## src/rtl/nn_pkg.sv

```systemverilog
// Shared types and helpers for the dense-layer engine and later layers.
// sat_shift is the common output transform: floor shift, clamp, activation.
package nn_pkg;

  typedef enum logic [1:0] {
    ACT_ID   = 2'd0,
    ACT_RELU = 2'd1,
    ACT_STEP = 2'd2
  } act_t;

  typedef enum logic [2:0] {
    ST_IDLE,
    ST_FILL,
    ST_FILL_ACK,
    ST_CALC,
    ST_WRITE,
    ST_NET_ACK
  } state_t;

  function automatic int clog2(input int v);
    int r;
    r = 0;
    while ((1 << r) < v) r++;
    return r;
  endfunction

  function automatic int max2(input int a, input int b);
    return (a > b) ? a : b;
  endfunction

  // Accumulator arrives sign-extended to 64 bits so one function serves any layer width.
  function automatic logic signed [63:0] sat_shift(input logic signed [63:0] acc,
                                                   input int width, input int frac,
                                                   input act_t act);
    logic signed [63:0] s, hi, lo;
    s  = acc >>> frac;
    hi = (64'sd1 <<< (width - 1)) - 64'sd1;
    lo = -(64'sd1 <<< (width - 1));
    if (s > hi) s = hi;
    else if (s < lo) s = lo;
    case (act)
      ACT_RELU: if (s < 0) s = 64'sd0;
      ACT_STEP: s = (s > 0) ? (64'sd1 <<< frac) : 64'sd0;
      default:  ;
    endcase
    return s;
  endfunction

endpackage

```

## src/rtl/nn_mac_unit.sv

```systemverilog
// Multiply-accumulate datapath: one product or aligned bias per cycle into acc_q.
// Result is a pure function of acc_q, valid the cycle after the bias term lands.
module nn_mac_unit
  import nn_pkg::*;
#(
  parameter int WIDTH = 8,
  parameter int FRAC  = 4,
  parameter int ACCW  = 19,
  parameter int ACT   = 2
) (
  input  logic                    clk,
  input  logic                    rst,
  input  logic                    clr,
  input  logic                    mul_en,
  input  logic                    bias_en,
  input  logic signed [WIDTH-1:0] a,
  input  logic signed [WIDTH-1:0] w,
  output logic signed [WIDTH-1:0] y
);

  logic signed [ACCW-1:0]    acc_q, acc_d;
  logic signed [2*WIDTH-1:0] prod;
  logic signed [63:0]        y_wide;

  always_comb begin
    prod  = (2*WIDTH)'(a) * (2*WIDTH)'(w);
    acc_d = acc_q;
    if (clr)
      acc_d = '0;
    else if (mul_en)
      acc_d = acc_q + ACCW'(prod);
    else if (bias_en)
      acc_d = acc_q + (ACCW'(w) <<< FRAC);
  end

  always_ff @(posedge clk or posedge rst) begin
    if (rst) acc_q <= '0;
    else     acc_q <= acc_d;
  end

  assign y_wide = sat_shift(64'(acc_q), WIDTH, FRAC, act_t'(ACT));
  assign y      = y_wide[WIDTH-1:0];

endmodule

```

## src/rtl/nn_dense_layer.sv

```systemverilog
// Fully-connected layer: fill loads N_IN inputs, req computes N_OUT neurons at one MAC/cycle.
// fill->ack_fill in N_IN cycles; req->ack_network in N_OUT*(N_IN+2) cycles; four-phase handshakes.
module nn_dense_layer
  import nn_pkg::*;
#(
  parameter int N_IN  = 2,
  parameter int N_OUT = 1,
  parameter int WIDTH = 8,
  parameter int FRAC  = 4,
  parameter int ACT   = 2,
  parameter int IAW   = max2(1, clog2(N_IN)),
  parameter int OAW   = max2(1, clog2(N_OUT)),
  parameter int WAW   = max2(1, clog2(N_OUT * (N_IN + 1)))
) (
  input  logic                    clk,
  input  logic                    rst,
  input  logic                    fill,
  input  logic                    req,
  output logic                    ack_fill,
  output logic                    ack_network,
  output logic                    trig_r,
  output logic [IAW-1:0]          abus_r,
  input  logic signed [WIDTH-1:0] dbus_r,
  output logic                    w_trig_r,
  output logic [WAW-1:0]          w_abus_r,
  input  logic signed [WIDTH-1:0] w_dbus_r,
  output logic                    trig_w,
  output logic [OAW-1:0]          abus_w,
  output logic signed [WIDTH-1:0] dbus_w
);

  localparam int JW   = max2(1, clog2(N_IN + 1));
  localparam int ACCW = 2 * WIDTH + clog2(N_IN + 1) + 1;

  state_t                  state_q, state_d;
  logic [IAW-1:0]          i_q, i_d;
  logic [JW-1:0]           j_q, j_d;
  logic [OAW-1:0]          o_q, o_d;
  logic [WAW-1:0]          wa_q, wa_d;
  logic signed [WIDTH-1:0] inp_q [N_IN];
  logic signed [WIDTH-1:0] inp_d [N_IN];
  logic signed [WIDTH-1:0] mac_a, mac_y;
  logic                    is_bias;

  always_comb begin
    state_d = state_q;
    i_d     = i_q;
    j_d     = j_q;
    o_d     = o_q;
    wa_d    = wa_q;
    inp_d   = inp_q;
    case (state_q)
      ST_IDLE: begin
        if (fill) begin
          state_d = ST_FILL;
          i_d     = '0;
        end else if (req) begin
          state_d = ST_CALC;
          j_d     = '0;
          o_d     = '0;
          wa_d    = '0;
        end
      end
      ST_FILL: begin
        inp_d[i_q] = dbus_r;
        if (i_q == IAW'(N_IN - 1)) state_d = ST_FILL_ACK;
        else                       i_d     = i_q + 1'b1;
      end
      ST_FILL_ACK: if (!fill) state_d = ST_IDLE;
      ST_CALC: begin
        // Weight address runs linearly across neurons, so it never needs a multiply.
        wa_d = wa_q + 1'b1;
        if (j_q == JW'(N_IN)) state_d = ST_WRITE;
        else                  j_d     = j_q + 1'b1;
      end
      ST_WRITE: begin
        j_d = '0;
        if (o_q == OAW'(N_OUT - 1)) begin
          state_d = ST_NET_ACK;
        end else begin
          o_d     = o_q + 1'b1;
          state_d = ST_CALC;
        end
      end
      ST_NET_ACK: if (!req) state_d = ST_IDLE;
      default: state_d = ST_IDLE;
    endcase
  end

  always_ff @(posedge clk or posedge rst) begin
    if (rst) begin
      state_q <= ST_IDLE;
      i_q     <= '0;
      j_q     <= '0;
      o_q     <= '0;
      wa_q    <= '0;
      for (int k = 0; k < N_IN; k++) inp_q[k] <= '0;
    end else begin
      state_q <= state_d;
      i_q     <= i_d;
      j_q     <= j_d;
      o_q     <= o_d;
      wa_q    <= wa_d;
      inp_q   <= inp_d;
    end
  end

  assign is_bias = (j_q == JW'(N_IN));
  assign mac_a   = (j_q < JW'(N_IN)) ? inp_q[j_q[IAW-1:0]] : '0;

  nn_mac_unit #(
    .WIDTH (WIDTH),
    .FRAC  (FRAC),
    .ACCW  (ACCW),
    .ACT   (ACT)
  ) u_mac (
    .clk     (clk),
    .rst     (rst),
    .clr     (state_q == ST_WRITE),
    .mul_en  ((state_q == ST_CALC) && !is_bias),
    .bias_en ((state_q == ST_CALC) && is_bias),
    .a       (mac_a),
    .w       (w_dbus_r),
    .y       (mac_y)
  );

  // Buses are gated by their strobes so every output reads zero outside an access.
  assign trig_r      = (state_q == ST_FILL);
  assign abus_r      = trig_r ? i_q : '0;
  assign w_trig_r    = (state_q == ST_CALC);
  assign w_abus_r    = w_trig_r ? wa_q : '0;
  assign trig_w      = (state_q == ST_WRITE);
  assign abus_w      = trig_w ? o_q : '0;
  assign dbus_w      = trig_w ? mac_y : '0;
  assign ack_fill    = (state_q == ST_FILL_ACK);
  assign ack_network = (state_q == ST_NET_ACK);

endmodule

```

## config.mk

```make
export PLATFORM = sky130hd
export DESIGN_NAME = nn_dense_layer
export DESIGN_NICKNAME = d
export VERILOG_FILES = /design/src/rtl/nn_pkg.sv /design/src/rtl/nn_mac_unit.sv /design/src/rtl/nn_dense_layer.sv
export SDC_FILE = /design/constraint.sdc
export NUM_CORES = 1
export LEC_CHECK = 0
export ABC_AREA = 1
export ABC_CLOCK_PERIOD_IN_PS = 13490
export CORE_MARGIN = 5
export CORE_UTILIZATION = 59
export DETAILED_ROUTE_END_ITERATION = 10
export PLACE_DENSITY = 0.79
export SYNTH_ARGS = -nofsm -noshare
export SYNTH_HDL_FRONTEND = slang
export SYNTH_HIERARCHICAL = 1
export SYNTH_SLANG_ARGS = --single-unit
```

## constraint.sdc

```tcl
create_clock -name clk -period 13.49 [get_ports clk]
set_input_delay 2.698 -clock clk [delete_from_list [all_inputs] [get_ports clk]]
set_output_delay 2.698 -clock clk [all_outputs]
set_load 0.1 [all_outputs]
```

==> qor.yml, run 1 <==
num_vias: 5891
dp_slack_ps: 5190
tightestPinTransition_ps: 1720
grt_pass1_wl_mm: 27.6
gp_congestion: 0.907
start_kind: "input port"
drtIter0Drc: 411
period_share_pct: 59.6
cts_sinks: 43
clkTransAtPathRegs_ps: 60
setup_slack_ps: 5440
grt_use_total_pct: 23.8
hold_viol: 0
tritoncts: "built"
hold_class: "register to register"
drc: 0
syn_area_per_cell_um2: 7.21
synth_edf_count: 0
hold_buffers: 0
status: "complete, but fails checks"
synth_area_leaders: "fa_1, dfrtp_1, nand2_1"
ys_types: 44
worstPathMaxFanout: 9
core_um2: 11400
r2r_setup_slack_ps: 7400
cts.path.max_buffers: 2
final_cell_count_no_fill: 1110
place_inst: 1102
initial_utilization_pct: 60.1
cts_buffers: 5
violations: "max-slew violations"
tns_ps: 0
grt_pass1_vias: 5919
antenna_found_initial: 0
rsz0062_at_grt: "false"
final_antenna_net_count: 0
dieHeight_um: 118
io_pins: 37
synth-seq-area-share_pct: 15.7
diodes: 0
synth_ff_type: "dfrtp_1"
synth_top_area_cell: "fa_1"
endpoint_kind: "register"
post_cts_buffers: 0
place_hpwl_mm: 12.9
grt_start_max_net_pins: 25
netlist_instances: 952
setup_viol: 0
crit_type: "input port to register"
synthesis.area_um2: 6860
clk_latency_ps: 290
area_growth_pct: 7.58
timing.fmax_mhz: 124
drive_gt1_share_pct: 3.93
synth_top_area_share_pct: 24.8
max-slew-margin-rel_pct: -15.2
die_area_um2: 13900
cts.htree.levels: 2
final_max_slew_viol_count: 7
post_cts_resize_count: 0
io_buffer_count: 28
fin_skew_ps: 4.50
routed_via_density: 5.31
drt_pass1_iterations: 5
yosys_warnings: 6
critPathArrivalTime_ps: 8230
wl_per_cell_um: 14.2
die_w_um: 118
routed_wl_mm: 15.8
fin_crit_ps: 8050
grt_overflow_total: 0
yosysMostFrequentCell: "nand2_1"
std_cell_rows: 39
cts-root-buf: "clkbuf_16"
cp_data_required_time_ps: 13670
synth-seq-cells: 43
fillers: 1015
nets: 1131
synth_common_cells: "nand2_1, inv_1, fa_1, nand3_1, nor2_1"
synthArstFlopShare_pct: 100
maxCapViolations: 0
-- path summary, 6_finish.rpt --
path / endpoint / cells after the start / from
setup / recovery: u_mac/acc_q[17] / 19 / w_dbus_r[7]
hold reg to reg: u_mac/acc_q[0] / 2 / u_mac/acc_q[0]
max in group asynchronous: inp_q[12] / 2 / rst
setup reg to reg: u_mac/acc_q[18] / 23 / j_q[0]
hold / removal: u_mac/acc_q[0] / 2 / u_mac/acc_q[0]
min in group asynchronous: u_mac/acc_q[3] / 2 / rst
-- critical path: stages --
cell             delay (ps)
clkdlybuf4s50_1         760
clkinv_1                440
or2_2                   410
fa_1                    500
fa_1                    550
inv_1                    50
fa_1                    520
fa_1                    580
fa_1                    420
ha_1                    410
nand2_1                 100
nor2_1                  130
nand2_1                  70
nand3_1                 120
nand2_1                 100
nand3_1                 110
nand3_1                  80
nand3_1                 100
nand2_1                  60
-- cell type report --
type | count | area, um^2 | share of cell area [%]
clock buffer | 6 | 139 | 1.88
clock inverter | 2 | 35.0 | 0.474
inverter | 216 | 812 | 11.0
multi-input combinational | 668 | 4830 | 65.4
sequential | 43 | 1080 | 14.6
tap | 143 | 179 | 2.42
timing repair buffer | 32 | 310 | 4.20
-- placed cells by master (no fill, tap or decap), types with 6 or more instances in the layout --
cell,Yosys,routed
conb_1,2,8
nand4_1,13,13
o21ai_0,25,25
xnor2_1,9,9
nand3_1,65,65
ha_1,60,60
clkdlybuf4s50_1,0,28
nor2_1,63,63
dfrtp_1,43,43
a21oi_1,27,27
nand2_1,263,263
nand2_2,6,6
fa_1,85,85
inv_1,209,209
-- sequential cells by signal (all words and copies together) (netlist names) --
register / flops
state_q: 3
j_q: 2
inp_q: 16
wa_q: 2
i_q: 1
u_mac/acc_q: 19
-- cells by family (layout without fill, tap and decap cells) --
logic type      count (synthesis)  count (layout)  synth area share [%]
other cells                     2               8                 0.109
buf+inv                       247             256                  14.2
xor+xnor                       11              11                  1.40
flops                          43              43                  15.7
fa+ha+maj                     145             145                  35.7
simple gates                  434             434                  26.9
compound gates                 70              70                  5.91
-- layer usage --
| metal | track usage (%) | part of all wire [%] | wire [um] | vias up |
|---|---|---|---|---|
| met2 | 38.3 | 46 | 7280 | 176 |
| met4 | 6.09 | 1.9 | 304 | 0 |
| met3 | 5.33 | 6.3 | 993 | 35 |
| met5 | 0 | 0 | 0 | - |
| li1 | - | - | - | 2895 |
| met1 | 32.8 | 46 | 7170 | 2785 |
-- per-stage QoR --
stage | instance area, um^2 | hold slack (ps) | utilization, %
2_1_floorplan | 6890 | 448 | -
3_3_place_gp | 7210 | 463 | 63.1
3_5_place_dp | 7210 | 466 | 63.1
4_1_cts | 7380 | 483 | 64.7
5_1_grt | 7380 | 505 | 64.7
6_report | 7380 | 479 | 64.7
Power of run 1 is left out: the tool's default activity adds up to more than one toggle a clock period on the data nets, which glitch-free logic cannot reach.
==> run 2, diff against run 1 <==
ABC_CLOCK_PERIOD_IN_PS = 7200   (was 13490)
CORE_UTILIZATION = 57   (was 59)
clock period = 7.2 ns   (was 13.49 ns; I/O delays follow)
==> qor.yml, run 2 (synthesis gave the netlist of run 1 again) <==
grt_overflow_total: 0  # unchanged
top_register: "u_mac/acc_q"  # unchanged
final_max_slew_viol_count: 7  # unchanged
hold_viol: 0  # unchanged
drt_pass1_iterations: 5  # unchanged
diodes: 0  # unchanged
crit_top_cell: "nand2_1"  # was fa_1
max-slew-margin-rel_pct: -16.2  # was -15.2%
drtIter0Drc: 468  # was 411
fin_util_pct: 62.5  # was 64.7%
met2_usage_pct: 37.8  # was 38.3%
final_cell_mix: "nand2_1, inv_1, fa_1, nand3_1, nor2_1"  # unchanged
routed_wl_mm: 15.8  # about the same
routed_via_density: 5.19  # was 5.31
fin_skew_ps: 6.77  # was 4.50 ps
grt_pass1_wl_mm: 27.7  # was 27.6 mm
hold_buffers: 0  # unchanged
largest_reg_flops: 19  # unchanged
violations: "max-slew violations"  # unchanged
worstPathMaxFanout: 9  # unchanged
critPathArrivalTime_ps: 6530  # was 8230 ps
cts-root-buf: "clkbuf_16"  # unchanged
initial_utilization_pct: 57.6  # was 60.1%
io_pins: 37  # unchanged
wl_per_cell_um: 14.1  # was 14.2 um
cts.htree.levels: 2  # unchanged
grt_use_met3_pct: 4.29  # was 5.33%
grt_start_max_net_pins: 25  # unchanged
cts_sinks: 43  # unchanged
grt_pass1_vias: 5769  # was 5,919
die_w_um: 120  # was 118 um
rsz0062_at_grt: "false"  # unchanged
hold_ws_ps: 483  # was 479 ps
tns_ps: 0  # unchanged
gp_congestion: 0.963  # was 0.907
grt_use_total_pct: 23.9  # was 23.8%
core_um2: 11900  # was 11,400 um^2
maxCapViolations: 0  # unchanged
crit_type: "input port to register"  # unchanged
top_usage_layer: "met2"  # unchanged
post_cts_buffers: 0  # unchanged
period_share_pct: 88.1
die_area_um2: 14300  # was 13,900 um^2
drive_gt1_share_pct: 4.62  # was 3.93%
hold_class: "register to register"  # unchanged
setup_viol: 0  # unchanged
setup_slack_ps: 856  # was 5440 ps
cp_data_required_time_ps: 7390  # was 13,670 ps
nets: 1140  # was 1,131
antenna_found_initial: 0  # unchanged
crit_chain: "clkdlybuf4s50_1 > clkinv_1 > or2_2 > fa_1 > fa_1 > inv_1 > fa_1 > fa_1 > fa_1 > ha_1 > nand2_1 > nor2_1 > nand2_1 > nand3_1 > nand2_1 > nand2_1 > inv_1 > nand2_1 > nand3_1 > nand2_1 > nand2_1"  # was clkdlybuf4s50_1 > clkinv_1 > or2_2 > fa_1 > fa_1 > inv_1 > fa_1 > fa_1 > fa_1 > ha_1 > nand2_1 > nor2_1 > nand2_1 > nand3_1 > nand2_1 > nand3_1 > nand3_1 > nand3_1 > nand2_1
tritoncts: "built"  # unchanged
dp_slack_ps: 574  # was 5190 ps
timing.fmax_mhz: 158
area_growth_pct: 8.42  # was 7.58%
cts.path.max_buffers: 2  # unchanged
dieHeight_um: 120  # was 118 um
clk_latency_ps: 300  # was 290 ps
clkTransAtPathRegs_ps: 60  # about the same
num_vias: 5823  # was 5,891
top_regs: "u_mac/acc_q (19), inp_q (16), state_q (3)"  # unchanged
cpMaxStageDelayCell: "clkdlybuf4s50_1"  # unchanged
slowest_delay_ps: 760  # about the same
final_antenna_net_count: 0  # unchanged
layout_commonest_cell: "nand2_1"  # unchanged
place_hpwl_mm: 13.0  # was 12.9 mm
tightestPinTransition_ps: 1740  # was 1720 ps
status: "complete, but fails checks"  # unchanged
endpoint_kind: "register"  # unchanged
io_buffer_count: 28  # unchanged
std_cell_rows: 40  # was 39
post_cts_resize_count: 0  # unchanged
drc: 0  # unchanged
fin_crit_ps: 6340
start_kind: "input port"  # unchanged
cts_buffers: 5  # unchanged
grtUsageMet1_pct: 34.0  # was 32.8%
run 2: area by class of cell:
class | instances | area, um^2
clock buffer | 6 | 129
inverter | 216 | 812
clock inverter | 1 | 30.0
fill | 1077 | 4470
sequential | 43 | 1080
tap | 147 | 184
timing repair buffer | 41 | 378
multi-input combinational | 668 | 4830
run 2: path summary, 6_finish.rpt:
kind	from	depth (start not counted)	slack, ps	to
worst max register to register	j_q[0]	23	1130	u_mac/acc_q[18]
worst max-delay path	w_dbus_r[7]	21	860	u_mac/acc_q[18]
worst min register to register	inp_q[7]	2	480	inp_q[7]
worst min-delay path	inp_q[7]	2	480	inp_q[7]
min in group asynchronous	rst	2	1630	u_mac/acc_q[0]
max in group asynchronous	rst	2	4940	inp_q[15]
run 2: critical path, delay by kind of cell:
family	cells	cell delay, ps
adders and majority gates	6	2960
and+or+nand+nor	11	1100
buffers and inverters	4	1020
run 2: metal layers:
metal,vias to the layer above,share of wire (%)
li1,2922,-
met1,2721,46
met2,161,46
met3,19,6.1
met4,0,1.7
met5,-,0
run 2: stage by stage:
step | instances | area (um^2)
2_1_floorplan | 958 | 6890
3_3_place_gp | 1115 | 7280
5_1_grt | 1122 | 7440
3_5_place_dp | 1115 | 7280
4_1_cts | 1122 | 7440
6_report | 1122 | 7440
Power of run 2 is left out for the same reason.
